**src/rtl/guffin_vend_ctrl.sv**
```systemverilog
// Guffin vending controller: quarter-unit credit, priced dispense, timed change/refund ejection.
// Optional GUFFIN_COMBINED_CHANGE_EN: a credit of 3 in CHANGE ejects a half and a quarter together.
module guffin_vend_ctrl #(
   parameter int PRICE_Q      = 2,
   parameter int MAX_CREDIT_Q = 6,
   parameter int CREDIT_W     = 3
) (
   input  logic                clk,
   input  logic                rst_n,
   input  logic                coin_quarter,
   input  logic                coin_half,
   input  logic                cancel,
   output logic                guffin,
   output logic                quarter,
   output logic                halfDollar,
   output logic                reject_quarter,
   output logic                reject_half,
   output logic [CREDIT_W-1:0] credit,
   output logic                busy
);

   typedef enum logic [1:0] {
      ACCEPT = 2'd0,
      VEND   = 2'd1,
      CHANGE = 2'd2
   } state_t;

   localparam logic [CREDIT_W:0]   MAX_W   = (CREDIT_W+1)'(MAX_CREDIT_Q);
   localparam logic [CREDIT_W:0]   PRICE_W = (CREDIT_W+1)'(PRICE_Q);
   localparam logic [CREDIT_W-1:0] PRICE_C = CREDIT_W'(PRICE_Q);
   localparam logic [CREDIT_W-1:0] ONE_C   = CREDIT_W'(1);
   localparam logic [CREDIT_W-1:0] TWO_C   = CREDIT_W'(2);
   localparam logic [CREDIT_W-1:0] THREE_C = CREDIT_W'(3);

   state_t              state_reg, state_next;
   logic [CREDIT_W-1:0] credit_reg, credit_next;
   logic                rej_q_reg, rej_q_next;
   logic                rej_h_reg, rej_h_next;
   logic [CREDIT_W:0]   add;
   logic [CREDIT_W:0]   sum;
   logic [CREDIT_W:0]   new_credit;
   logic                combined_step;

   always_ff @(posedge clk or negedge rst_n) begin
      if (!rst_n) begin
         state_reg  <= ACCEPT;
         credit_reg <= '0;
         rej_q_reg  <= 1'b0;
         rej_h_reg  <= 1'b0;
      end else begin
         state_reg  <= state_next;
         credit_reg <= credit_next;
         rej_q_reg  <= rej_q_next;
         rej_h_reg  <= rej_h_next;
      end
   end

`ifdef GUFFIN_COMBINED_CHANGE_EN
   assign combined_step = (credit_reg == THREE_C);
`else
   assign combined_step = 1'b0;
`endif

   always_comb begin
      add        = '0;
      add[0]     = coin_quarter;
      add[1]     = coin_half;
      sum        = {1'b0, credit_reg} + add;
      new_credit = {1'b0, credit_reg};
      state_next  = state_reg;
      credit_next = credit_reg;
      rej_q_next  = 1'b0;
      rej_h_next  = 1'b0;
      guffin      = 1'b0;
      quarter     = 1'b0;
      halfDollar  = 1'b0;
      case (state_reg)
         ACCEPT: begin
            // All-or-nothing: an overflowing insertion bounces every coin of that cycle.
            if (sum <= MAX_W) begin
               new_credit = sum;
            end else begin
               rej_q_next = coin_quarter;
               rej_h_next = coin_half;
            end
            credit_next = new_credit[CREDIT_W-1:0];
            if (new_credit >= PRICE_W) begin
               state_next = VEND;
            end else if (cancel && (new_credit != '0)) begin
               state_next = CHANGE;
            end
         end
         VEND: begin
            guffin      = 1'b1;
            rej_q_next  = coin_quarter;
            rej_h_next  = coin_half;
            credit_next = credit_reg - PRICE_C;
            state_next  = (credit_reg == PRICE_C) ? ACCEPT : CHANGE;
         end
         CHANGE: begin
            rej_q_next = coin_quarter;
            rej_h_next = coin_half;
            if (combined_step) begin
               halfDollar  = 1'b1;
               quarter     = 1'b1;
               credit_next = '0;
            end else if (credit_reg >= TWO_C) begin
               halfDollar  = 1'b1;
               credit_next = credit_reg - TWO_C;
            end else if (credit_reg == ONE_C) begin
               quarter     = 1'b1;
               credit_next = '0;
            end else begin
               credit_next = '0;
            end
            if (credit_next == '0) begin
               state_next = ACCEPT;
            end
         end
         default: begin
            state_next  = ACCEPT;
            credit_next = '0;
         end
      endcase
   end

   assign credit         = credit_reg;
   assign busy           = (state_reg != ACCEPT);
   assign reject_quarter = rej_q_reg;
   assign reject_half    = rej_h_reg;

endmodule

```
**config.mk**
```make
export PLATFORM = sky130hd
export DESIGN_NAME = guffin_vend_ctrl
export DESIGN_NICKNAME = d
export VERILOG_FILES = /design/src/rtl/guffin_vend_ctrl.sv
export SDC_FILE = /design/constraint.sdc
export NUM_CORES = 1
export LEC_CHECK = 0
export CAP_MARGIN = 15
export CORE_MARGIN = 2
export CORE_UTILIZATION = 44
export DETAILED_ROUTE_END_ITERATION = 12
export HOLD_SLACK_MARGIN = 0.12
export PLACE_DENSITY = 0.74
export SLEW_MARGIN = 20
export SYNTH_ARGS = -nofsm -noshare
export SYNTH_HDL_FRONTEND = slang
export SYNTH_SLANG_ARGS = --single-unit
export TNS_END_PERCENT = 100
```
**constraint.sdc**
```tcl
create_clock -name clk -period 2.4 [get_ports clk]
set_input_delay 0.24 -clock clk [delete_from_list [all_inputs] [get_ports clk]]
set_output_delay 0.24 -clock clk [all_outputs]
set_load 0.005 [all_outputs]
```
# ---- After elaboration in Yosys (flattened, before gate mapping)
# Index checks and enable logic that the tools add are counted.
dict set report word_totals {
  reg_bits 7
  inputBits 5
  out_inout_bits 9
  word_cells 42
}
dict set report classes {
  addsub 2
  order_cmp 3
  eq_ne 6
  muxes 20
  reduce_logical 7
}
# op count
set ops {}
lappend ops {{case mux 3 bit (3 select lines)} 1}
lappend ops {{two-way mux 1 bit} 8}
lappend ops {{two-way mux 2 bit} 4}
lappend ops {{two-way mux 4 bit} 2}
lappend ops {{two-way mux 3 bit} 2}
lappend ops {{case mux 2 bit (3 select lines)} 1}
lappend ops {{adder 3 x 2 -> 4 bit} 1}
lappend ops {{greater-or-equal comparator 4 x 2 -> 1 bit (second input constant)} 1}
lappend ops {{less-or-equal comparator 4 x 3 -> 1 bit (second input constant)} 1}
lappend ops {{case mux 1 bit (2 select lines)} 2}
lappend ops {{nonzero test 4 bit} 1}
lappend ops {{== test 3 x 1 -> 1 bit (second input constant)} 1}
lappend ops {{== test 3 x 2 -> 1 bit (second input constant)} 1}
lappend ops {{greater-or-equal comparator 3 x 2 -> 1 bit (second input constant)} 1}
lappend ops {{zero test 3 bit} 1}
lappend ops {{!= test 3 bit (second input constant)} 1}
lappend ops {{subtractor 3 x 2 -> 3 bit (second input constant)} 1}
lappend ops {{== test 2 x 1 -> 1 bit (second input constant)} 1}
lappend ops {{== test 2 bit (second input constant)} 1}
lappend ops {{zero test 2 bit} 1}
lappend ops {{!= test 2 bit (second input constant)} 1}
lappend ops {{AND reduction 2 bit} 1}
lappend ops {{nonzero test 2 bit} 1}
lappend ops {{OR reduction 2 bit} 1}
lappend ops {{logical AND 1 bit} 1}

# ---- Depth between registers and ports, before layout
dict set report logic_depth {
  depth_word 9
  depth_mapped 7
  depth_no_buf 7
}

# ---- Worst setup path after synthesis
# No wires, ideal clock.
dict set report synth_path {
  kind {reg-to-reg}
  from {reg credit_reg[0] (netlist: credit[0])}
  to {reg state_reg[0]}
  setup_ps 124
  arrival_time_ps 2276
  required_ps 2276
  slack_ps 0
  path_stages_with_launch 8
  n_path_buf 0
  period_less_slack_ps 2400
  cell_sequence {dfrtp_1 -> ha_1 -> inv_1 -> fa_1 -> or4b_4 -> a21o_1 -> and4_1 -> a211o_1}
}
dict set report synth_between {
  elab_chain_cells 8
  elab_cells_between_ends 17
  classes_between {add/sub: 2; order compare: 3; eq/ne: 2; mux: 6; reduce/logical: 4}
}
# item line
set synth_rtl {}
lappend synth_rtl {{start: declaration} 36} ;# logic [CREDIT_W-1:0] credit_reg, credit_next;
lappend synth_rtl {{start signal: assignment} 52} ;# credit_reg <= credit_next;
lappend synth_rtl {{parallel branches: the longest is 8 deep, another holds adder 3 x 2 -> 4 bit} --}
lappend synth_rtl {{end signal: assignment} 51} ;# state_reg <= state_next;
lappend synth_rtl {{end: declaration} 35} ;# state_t state_reg, state_next;
# Several ways; the timed one is not identified. The select of a mux whose other input is x is not followed.
# A chain may end at the register's enable or synchronous reset.

# ---- Worst setup path in the final report
# Same ends and word-level chain as after synthesis.

==> metrics.md <==
| Metric | Value |
|---|---|
| Status | completed |
| R2R cell count | 7 |
| Final Total Pwr | approximately 0.0012 W |
| Clk buf depth | 2 |
| Yosys top cell area share | 26.5% |
| Final setup fails | 0 |
| Worst Path Max Fanout | 2 |
| Unique masters post-synth | 35 |
| Final HPWL DP | around 1400 um |
| Worst Clk Skew | 9.69 ps |
| Largest net degree at the start of global routing | 15 |
| Drt drc | 0 |
| Worst EP required | between 2000 and 3000 ps |
| Commonest non-fill, non-tap cell in the layout | clkdlybuf4s50_1 |
| Mapped Avg Cell Area | roughly 9.2 um2 |
| Min-Delay Path Class | in2async |
| Multi-input logic area | 452 um2 |
| Area grow syn2layout | 38.0% |
| Die span in x | 42.8 um |
| Worst Setup SP | credit[0] |
| Global route overflow | 0 |
| Initial core utilization | around 49% |
| Mapped Nets | 87 |
| FF-to-FF Start | credit[0] |
| Mapped Cells | slightly above 70 |
| Final Max Slew Viols | 0 |
| CTS tree | yes |
| Routed WL per cell | 15.1 um |
| Setup CP Type | reg2reg |
| Clk root buf | clkbuf_4 |
| Routed Antenna Nets | 0 |
| First-pass GRT wire length | between 3000 and 4000 um |
| Crit-path cells | ha_2 > inv_1 > fa_1 > or4b_4 > a21o_1 > and4_1 > a211o_1 |
| Startpoint types | flip-flop |
| Crit path DAT | 2470 ps |
| Number of antenna violations at the first check in global routing | 0 |
| Setup TNS Final | 0 ps |
| Worst path top cell family by delay | simple AND/OR/NAND/NOR gates |
| CTS clk-pin slew, worst paths | around 60 ps |
| Top area cells in the synthesized netlist | dfrtp_1, ha_1, inv_1 |
| Number of global-route vias before repair | slightly below 700 |
| Critical path's largest stage delay | 540 ps |
| WHS | approximately 250 ps |
| Worst setup EP type | flip-flop |
| 1st-iter DRT viols | 32 |
| WP depth | 7 |
| Die Footprint | 0.00183 mm2 |
| Diodes inserted | 0 |
| Share of layout cells above drive strength 1 | between 20 and 25% |
| Peak VDD IR | 0.630 mV |
| Max reg flops | 3 |
| Final-report hold violation count | 0 |
| Vias | between 600 and 700 |
| Seq/Total Area, Yosys | a little over a quarter |
| H-tree depth | 1 |
| Global Route Usage Sum | about 22% |
| P_leak | roughly 0.42 nW |
| Std cell rows | 13 |
| Max Freq | approximately 430 MHz |
| Syn Std Cell Area | roughly 660 um2 |
| Max-cap viol count | 0 |
| Most frequent cells in the layout | clkdlybuf4s50_1, buf_4, inv_1, ha_1, dfrtp_1 |
| GPL Wtd Cong | slightly below 0.9 |
| Slowest CP cell | or4b_4 |
| Fin util | about two thirds |
| Worst slew pin tran | between 400 and 500 ps |
| RSZ-0062 raised after global routing | no |
| Routed WL | between 1500 and 2000 um |
| Via density per instance | roughly 5.9 |
| Post-Layout Inst Area | 913 um2 |
| Synth area leader | dfrtp_1 |
| Core box area | between 0.001 and 0.0015 mm2 |
| Nets | 115 |
| Ratio of final minimum period to clock period | 97.2% |
| Power per cell area | roughly 1300 mW/mm2 |
| CTS hold repair buffers | 0 |
| R2R Setup Slk | ~66 ps |
| Buf/Inv on CP | 1 |
| Seq. cell area | around 180 um2 |
| Placement Cell Area | a little under 900 um2 |
| Relative slew slack | 71.4% |
| FF-to-FF End | state_reg[0] |
| Post-route minimum period | ~2300 ps |
| Drt pass-1 iters | 4 |
| Yosys reg bits | 7 |
| Number of buffers created by CTS | 3 |
| Clk Latency, worst-skew pair | 250 ps |
| Number of placed I/O pins | 14 |
| Fillcell total | 123 |
| Die H | approximately 43 um |
| CTS Sinks | 7 |
| Number of synthesis warnings | 0 |
| I/O Buffers | 13 |
| Worst setup path endpoint | state_reg[0] |
report_power, final:
part / switching, W / total, W / internal, W
Sequential: 0.0000349 / 0.000205 / 0.000170
Clock: 0.0000427 / 0.000106 / 0.0000634
Combinational: 0.000408 / 0.000842 / 0.000434
synthesized netlist by cell type:
master	number
nor2b_1	2
or4b_4	1
nor3_1	2
nand2_1	1
o21a_1	1
dfrtp_1	7
o22ai_1	1
a222oi_1	1
mux2_2	1
buf_4	1
nand3_1	2
o31a_1	1
a211o_2	1
o21ba_2	1
nor4_1	1
a211o_1	1
o211ai_1	1
or3_1	1
fa_1	1
o2bb2ai_1	1
a21o_1	2
nand2b_1	1
a211oi_1	3
inv_1	8
ha_1	9
and4_1	2
a21oi_1	3
a22oi_1	1
xor2_1	1
nor3b_1	1
o21ai_0	4
o221ai_1	1
or2b_2	1
nor2_1	5
a2bb2oi_1	1
stage by stage:
stage / setup slack, ps / cells
floorplan: 1.76 / 72
global placement: -207 / 110
detailed placement: -310 / 110
CTS: 64.0 / 114
global route: 7.79 / 114
finish: 66.1 / 114
worst reg2reg max path, stage by stage, from the launching register on:
cell and delay, ps:
dfrtp_1 400, ha_2 210, inv_1 60, fa_1 440, or4b_4 540, a21o_1 180, and4_1 190, a211o_1 220
kinds of logic (layout without fill, tap and decap cells):
group | after synthesis | after routing | synth area share (%)
AOI/OAI and AO/OA | 24 | 24 | 26.5
buffers and inverters | 9 | 36 | 5.67
muxes | 1 | 1 | 1.70
and+or+nand+nor | 20 | 20 | 18.3
DFF | 7 | 7 | 26.5
xor gates and xnor gates | 1 | 1 | 1.32
adders and majority gates | 10 | 10 | 20.0
what timing repair did:
action                     4_1_cts  5_1_grt
gates resized for setup          1        0
buffers inserted                 0        0
setup endpoints to repair        1        0
how the worst min path moves through the flow:
| stage | to | start | slack, ps | cells past startpoint |
|---|---|---|---|---|
| after floorplan | credit[0] | rst_n | -60 | 0 |
| after global placement | reject_half | rst_n | 520 | 1 |
| after detailed placement | reject_half | rst_n | 530 | 1 |
| after CTS | reject_quarter | rst_n | 250 | 1 |
| after global routing | reject_quarter | rst_n | 280 | 1 |
| final | reject_quarter | rst_n | 250 | 1 |
metal layers:
metal,vias up,global-route usage (%),wire (um)
li1,326,-,-
met1,312,27.0,731
met2,28,37.6,865
met3,2,6.38,110
met4,0,3.75,17
met5,-,0,0
layout make-up:
| class | count | area share, % |
|---|---|---|
| Inverter | 8 | 3.29 |
| Sequential cell | 7 | 19.2 |
| Tap cell | 15 | 2.05 |
| Multi-Input combinational cell | 56 | 49.5 |
| Clock buffer | 4 | 2.88 |
| Timing Repair Buffer | 24 | 23.2 |
Power figures use the tool's default switching activity.
